--- src/rtl/m72_pkg.sv ---
// m72_pkg: board types, ROM region map and loader state encoding shared by the M72 ROM loader.
package m72_pkg;
  typedef enum logic [7:0] {
    M72_RTYPE    = 8'h00,
    M72_GALLOP   = 8'h01,
    M72_XMULTIPL = 8'h02,
    M72_DBREED   = 8'h03
  } board_type_t;
  typedef struct packed {
    logic [24:0] base_addr;
    logic        reorder_64;
  } region_t;
  localparam region_t LOAD_REGIONS [4] = '{
    '{25'h000000, 1'b0},
    '{25'h100000, 1'b1},
    '{25'h200000, 1'b0},
    '{25'h300000, 1'b0}
  };
  localparam logic [31:0] MAX_REGION_LEN = 32'h100000;
  typedef enum logic [2:0] {IDLE, BOARD, HDR, DATA, WRITE, DONE, ERR} load_state_t;
endpackage

--- src/rtl/rom_addr_map.sv ---
// rom_addr_map: registered SDRAM byte address of a byte pair, linear or 64-bit quarter-interleaved.
module rom_addr_map
  import m72_pkg::*;
(
  input  logic        clk,
  input  logic        reset,
  input  region_t     region,
  input  logic [20:0] o_within,
  input  logic [1:0]  quarter,
  output logic [24:0] addr
);
  always_ff @(posedge clk or posedge reset)
    if (reset) addr <= '0;
    else addr <= region.base_addr + (region.reorder_64 ?
                 25'({o_within[20:1], 3'b000}) + 25'({quarter, 1'b0}) : 25'(o_within));
endmodule

--- src/rtl/rom_loader.sv ---
// rom_loader: parses a board-type byte plus four length-prefixed ROM regions and writes them to SDRAM as 16-bit words.
module rom_loader
  import m72_pkg::*;
(
  input  logic        clk,
  input  logic        reset,
  input  logic        download,
  input  logic        in_valid,
  input  logic [7:0]  in_data,
  output logic        in_ready,
  output logic        sdr_req,
  input  logic        sdr_ack,
  output logic [24:0] sdr_addr,
  output logic [15:0] sdr_data,
  output logic [1:0]  sdr_be,
  output board_type_t board_type,
  output logic        load_done,
  output logic        load_error
);
  load_state_t state;
  logic        dl_q, phase, restart_pend, abort_pend;
  logic [1:0]  region, hcnt, q, pair_q;
  logic [23:0] len;
  logic [20:0] rem, w, qm1, pair_w;
  logic [7:0]  pair_lo;
  logic [24:0] map_addr;
  logic        rise, fall, acc, first, w_last, last_region, rs, ab;
  logic [31:0] nlen;
  region_t     rgn;

  assign rise        = download & ~dl_q;
  assign fall        = ~download & dl_q;
  assign in_ready    = !(state inside {IDLE, WRITE});
  assign acc         = in_valid & in_ready;
  assign first       = state == DATA && acc && !phase;
  assign nlen        = {len, in_data};
  assign rgn         = LOAD_REGIONS[region];
  assign w_last      = rgn.reorder_64 && w == qm1;
  assign last_region = region == 2'd3;
  assign rs          = rise | (restart_pend & ~fall);
  assign ab          = fall | (abort_pend & ~rise);

  // The map sees the live counters while the first byte of a pair is taken so odd tails are ready on time.
  rom_addr_map u_map (
    .clk(clk), .reset(reset), .region(rgn),
    .o_within(first ? w : pair_w), .quarter(first ? q : pair_q), .addr(map_addr)
  );

  always_ff @(posedge clk or posedge reset)
    if (reset) begin
      state <= IDLE;
      dl_q <= 1'b0;
      phase <= 1'b0;
      restart_pend <= 1'b0;
      abort_pend <= 1'b0;
      region <= '0;
      hcnt <= '0;
      q <= '0;
      pair_q <= '0;
      len <= '0;
      rem <= '0;
      w <= '0;
      qm1 <= '0;
      pair_w <= '0;
      pair_lo <= '0;
      sdr_req <= 1'b0;
      sdr_addr <= '0;
      sdr_data <= '0;
      sdr_be <= '0;
      board_type <= M72_RTYPE;
      load_done <= 1'b0;
      load_error <= 1'b0;
    end else begin
      dl_q <= download;
      if ((rise || restart_pend) && state != WRITE) begin
        state <= BOARD;
        region <= '0;
        hcnt <= '0;
        phase <= 1'b0;
        load_done <= 1'b0;
        load_error <= 1'b0;
        restart_pend <= 1'b0;
        abort_pend <= 1'b0;
      end else if (fall && !(state inside {IDLE, DONE, WRITE})) begin
        state <= IDLE;
        load_error <= 1'b1;
      end else case (state)
        BOARD: if (acc) begin
          board_type <= board_type_t'(in_data);
          hcnt <= '0;
          state <= HDR;
        end
        HDR: if (acc) begin
          len <= nlen[23:0];
          hcnt <= hcnt + 2'd1;
          if (hcnt == 2'd3) begin
            if (nlen > MAX_REGION_LEN || (rgn.reorder_64 && nlen[1:0] != 2'b00)) begin
              state <= ERR;
              load_error <= 1'b1;
            end else if (nlen == 32'd0) begin
              if (last_region) begin
                state <= DONE;
                load_done <= 1'b1;
              end else region <= region + 2'd1;
            end else begin
              rem <= nlen[20:0];
              w <= '0;
              q <= '0;
              qm1 <= nlen[22:2] - 21'd1;
              phase <= 1'b0;
              state <= DATA;
            end
          end
        end
        DATA: if (acc) begin
          rem <= rem - 21'd1;
          w <= w_last ? '0 : w + 21'd1;
          q <= q + {1'b0, w_last};
          if (!phase) begin
            pair_lo <= in_data;
            pair_w <= w;
            pair_q <= q;
            if (rem == 21'd1) begin
              sdr_data <= {8'h00, in_data};
              sdr_be <= 2'b01;
              state <= WRITE;
            end else phase <= 1'b1;
          end else begin
            sdr_data <= {in_data, pair_lo};
            sdr_be <= 2'b11;
            phase <= 1'b0;
            state <= WRITE;
          end
        end
        WRITE: begin
          if (rise) begin
            restart_pend <= 1'b1;
            abort_pend <= 1'b0;
          end else if (fall) begin
            abort_pend <= 1'b1;
            restart_pend <= 1'b0;
          end
          if (!sdr_req) begin
            sdr_req <= 1'b1;
            sdr_addr <= map_addr;
          end else if (sdr_ack) begin
            sdr_req <= 1'b0;
            if (rs) begin
              state <= IDLE;
              restart_pend <= 1'b1;
              abort_pend <= 1'b0;
            end else if (ab) begin
              state <= IDLE;
              load_error <= 1'b1;
              abort_pend <= 1'b0;
            end else if (rem == 21'd0) begin
              if (last_region) begin
                state <= DONE;
                load_done <= 1'b1;
              end else begin
                region <= region + 2'd1;
                hcnt <= '0;
                state <= HDR;
              end
            end else state <= DATA;
          end
        end
        default: ;
      endcase
    end
endmodule

--- config.mk ---
export PLATFORM = sky130hd
export DESIGN_NAME = rom_loader
export DESIGN_NICKNAME = d
export VERILOG_FILES = /design/src/rtl/m72_pkg.sv /design/src/rtl/rom_addr_map.sv /design/src/rtl/rom_loader.sv
export SDC_FILE = /design/constraint.sdc
export NUM_CORES = 1
export LEC_CHECK = 0
export CORE_MARGIN = 5
export CORE_UTILIZATION = 50
export DETAILED_ROUTE_END_ITERATION = 10
export PLACE_DENSITY = 0.69
export SYNTH_ARGS = -nofsm -noshare
export SYNTH_HDL_FRONTEND = slang
export SYNTH_SLANG_ARGS = --single-unit
--- constraint.sdc ---
create_clock -name clk -period 21.8 [get_ports clk]
set_clock_uncertainty 0.05 [all_clocks]
set_input_delay 6.54 -clock clk [delete_from_list [all_inputs] [get_ports clk]]
set_output_delay 6.54 -clock clk [all_outputs]
set_load 0.02 [all_outputs]
==> flow_metrics.py <==
metrics = {
    "power_and_ir_drop": {
        "cellLeakagePower_nw": 5.38,
        "ir_worst_vdd_mv": 0.0811,
        "power-per-cell-area_nw_per_um2": 113,
        "power_w": 0.00134,
    },
    "floorplanning": {
        "core_area_sq_um": 20300,
        "chipWidth_um": 154,
        "floorplan.die_area_sq_um": 23700,
        "design.portCount": 68,
        "initial_core_util_pct": 51.0,
        "die_height_um": 154,
        "num_rows": 52,
    },
    "layout": {
        "fin_cells": 1310,
        "layout-drive-gt1-share_pct": 13.4,
        "antenna-diode-count": 0,
        "syn2layout_area_growth_pct": 14.5,
        "final_net_count": 1053,
    },
    "route": {
        "postRouteWirelength_mm": 23.4,
        "routed_wire_length_per_instance_um": 17.8,
        "initial_drc_count": 564,
        "drc": 0,
        "dr.pass1.iters": 5,
        "vias_per_cell": 5.82,
        "vias": 7627,
        "ant_nets": 0,
    },
    "clock_tree": {
        "cts.reportedPaths.clkPinSlew_ns": 0.05,
        "clock_sinks": 208,
        "clock_latency_late_sink_ns": 0.50,
        "cts_repair_resize_count": 0,
        "cts.htree.levels": 1,
        "post_cts_hold_buffer_count": 0,
        "cts_inserted_buffers": 23,
        "cts_tree": "done",
        "ctsRootBufferMaster": "clkbuf_16",
        "post-cts-setup-buffers": 0,
        "clock_path_buffers": 3,
    },
    "synth": {
        "post_synth_instance_area_sq_um": 10400,
        "synthArstFlopShare_pct": 100,
        "synth_sequential_area_ratio_pct": 50.2,
        "yosys-top-cells-count": "dfrtp_1 (208), nand2_1 (142), mux2_2 (79), clkbuf_1 (54), mux2i_1 (49)",
        "synth_unique_cells": 63,
        "synth-edff-count": 0,
        "ys_warn_count": 0,
        "synthesis_stage_register_bit_count": 208,
        "dominantRegCellSynth": "dfrtp_1",
        "synth.net_count": 1024,
        "syn_inst": 999,
        "synth.top_cells.by_area": "dfrtp_1 (50%), mux2_2 (8.6%), nand2_1 (5.1%)",
        "yosysTopAreaCellShare_pct": 50.2,
        "synth.largest_area_cell": "dfrtp_1",
        "synthesis.area_per_instance_sq_um": 10.4,
        "yosysMostFrequentCell": "dfrtp_1",
    },
    "grt": {
        "groute.layer.met1.usage_pct": 28.4,
        "globalRouteMet2Util_pct": 30.9,
        "antenna_violations_before_repair": 0,
        "gr-usage-all-layers_pct": 19.7,
        "grt_remaining_overflow": 0,
        "first_global_vias": 7457,
        "grt_pass1_wl_mm": 39.2,
        "groute.layer.met3.usage_pct": 3.32,
        "grt_start_max_net_pins": 149,
        "top_usage_layer": "met2",
    },
    "critical_path": {
        "worstSetupPathType": "in2reg",
        "crit_fanout": 41,
        "worstPathBufferInverterCount": 2,
        "critPathCaptureType": "flip-flop",
        "critPathLaunchType": "input port",
        "critical_path_cell_sequence": "clkdlybuf4s50_1 -> nor4_1 -> nand4_1 -> a221o_1 -> o31ai_4 -> buf_4 -> a21oi_1 -> a21oi_1",
        "cell_family_with_the_largest_share_of_critical_path_delay": "compound AO/OA/AOI/OAI gates",
        "timing.critical_path.slowest_cell_delay_ns": 0.74,
        "cp_slowest_cell": "o31ai_4",
        "cp_common_cell": "a21oi_1",
        "worst_ep_arrival_time_ns": 10.00,
        "cp_data_required_time_ns": 22.17,
    },
    "sta": {
        "worst-slew-pin-transition_ns": 1.21,
        "report.final.setup_viol": 0,
        "fmaxAchievable_ghz": 0.104,
        "timing.setup.tns_ns": 0,
        "max-slew-margin-rel_pct": 19.5,
        "setup_repair_after_global_routing_missed_its_margin": "false",
        "final_max_slew_viol_count": 0,
        "finalHoldViolations": 0,
        "period_needed_ns": 9.63,
        "final.period_utilization_pct": 44.2,
    },
    "flow_run": {
        "cap_violations": 0,
    },
    "min_path": {
        "hold_path_class": "reg2reg",
    },
    "placement": {
        "io_buffer_count": 66,
        "detailedPlacementHpwl_mm": 16.3,
        "numPlacedInstances": 1273,
        "globalplace.congestion": 0.877,
    },
    "outcome": {
        "status": "completed",
    },
}
state kept, by name, indices dropped and copies added (netlist names), 2 cells and up:
name	cells
board_type	8
hcnt	2
len	24
pair_lo	8
pair_q	2
pair_w	21
q	2
qm1	21
region	2
rem	21
sdr_addr	24
sdr_be	2
sdr_data	16
state	3
u_map.addr	24
w	21
logic make-up after synthesis:
logic type | Yosys count | synth area share [%]
simple gates | 328 | 15.2
other cells | 1 | 0.0362
flops | 208 | 50.2
compound gates | 189 | 11.9
buf+inv | 90 | 3.77
xor+xnor | 40 | 3.38
fa+ha+maj | 12 | 1.52
mux | 131 | 13.9
final timing paths:
path	startpoint	endpoint	slack, ns	depth (start not counted)
setup / recovery	in_data[4]	rem[15]	12.17	8
hold / removal	sdr_be[0]	sdr_be[0]	0.41	1
setup reg to reg	len[6]	rem[15]	18.24	7
hold reg to reg	sdr_be[0]	sdr_be[0]	0.41	1
max in group asynchronous	reset	board_type[4]	13.81	3
min in group asynchronous	reset	region[0]	6.58	2
where the power goes:
group	total, W	switching (W)	internal (W)
logic	0.000400	0.000226	0.000174
clock network	0.000382	0.000146	0.000235
registers	0.000560	0.0000946	0.000465
total	0.00134	0.000467	0.000875
cell usage in the layout (no fill, tap or decap), types with 18 or more instances in the layout:
cell type,instances
clkdlybuf4s50_1,66
inv_1,19
mux2i_1,49
clkbuf_16,23
nand3_1,23
nor4_1,19
a22o_1,34
xor2_1,32
a21oi_1,48
nor2_1,44
o21ai_0,37
mux2_2,79
nor3_1,26
nand2_1,142
dfrtp_1,208
o21ai_1,18
metrics by stage:
step / cell area (sq um) / util [%] / hold slack (ns) / setup slack (ns)
after floorplan: 10400 / - / 0.390 / 9.53
after global placement: 11100 / 54.8 / 0.398 / 11.83
after detailed placement: 11100 / 54.8 / 0.409 / 11.69
after CTS: 11900 / 58.4 / 0.422 / 12.18
after global routing: 11900 / 58.4 / 0.439 / 11.98
final: 11900 / 58.4 / 0.413 / 12.17
final cells by class:
class,count,area (sq um)
Clock buffer,32,669
Clock inverter,5,75.1
Fill cell,1734,8440
Inverter,20,82.6
Multi-Input combinational cell,701,4770
Sequential cell,208,5200
Tap cell,270,338
Timing Repair Buffer,74,721
metal layers:
metal / vias to the layer above / share of wire, %
met1: 3770 / 47
met2: 184 / 46
met4: 0 / 2.6
met3: 46 / 4.7
li1: 3627 / -
met5: - / 0
Note: power is estimated with default switching activity, not from simulation.
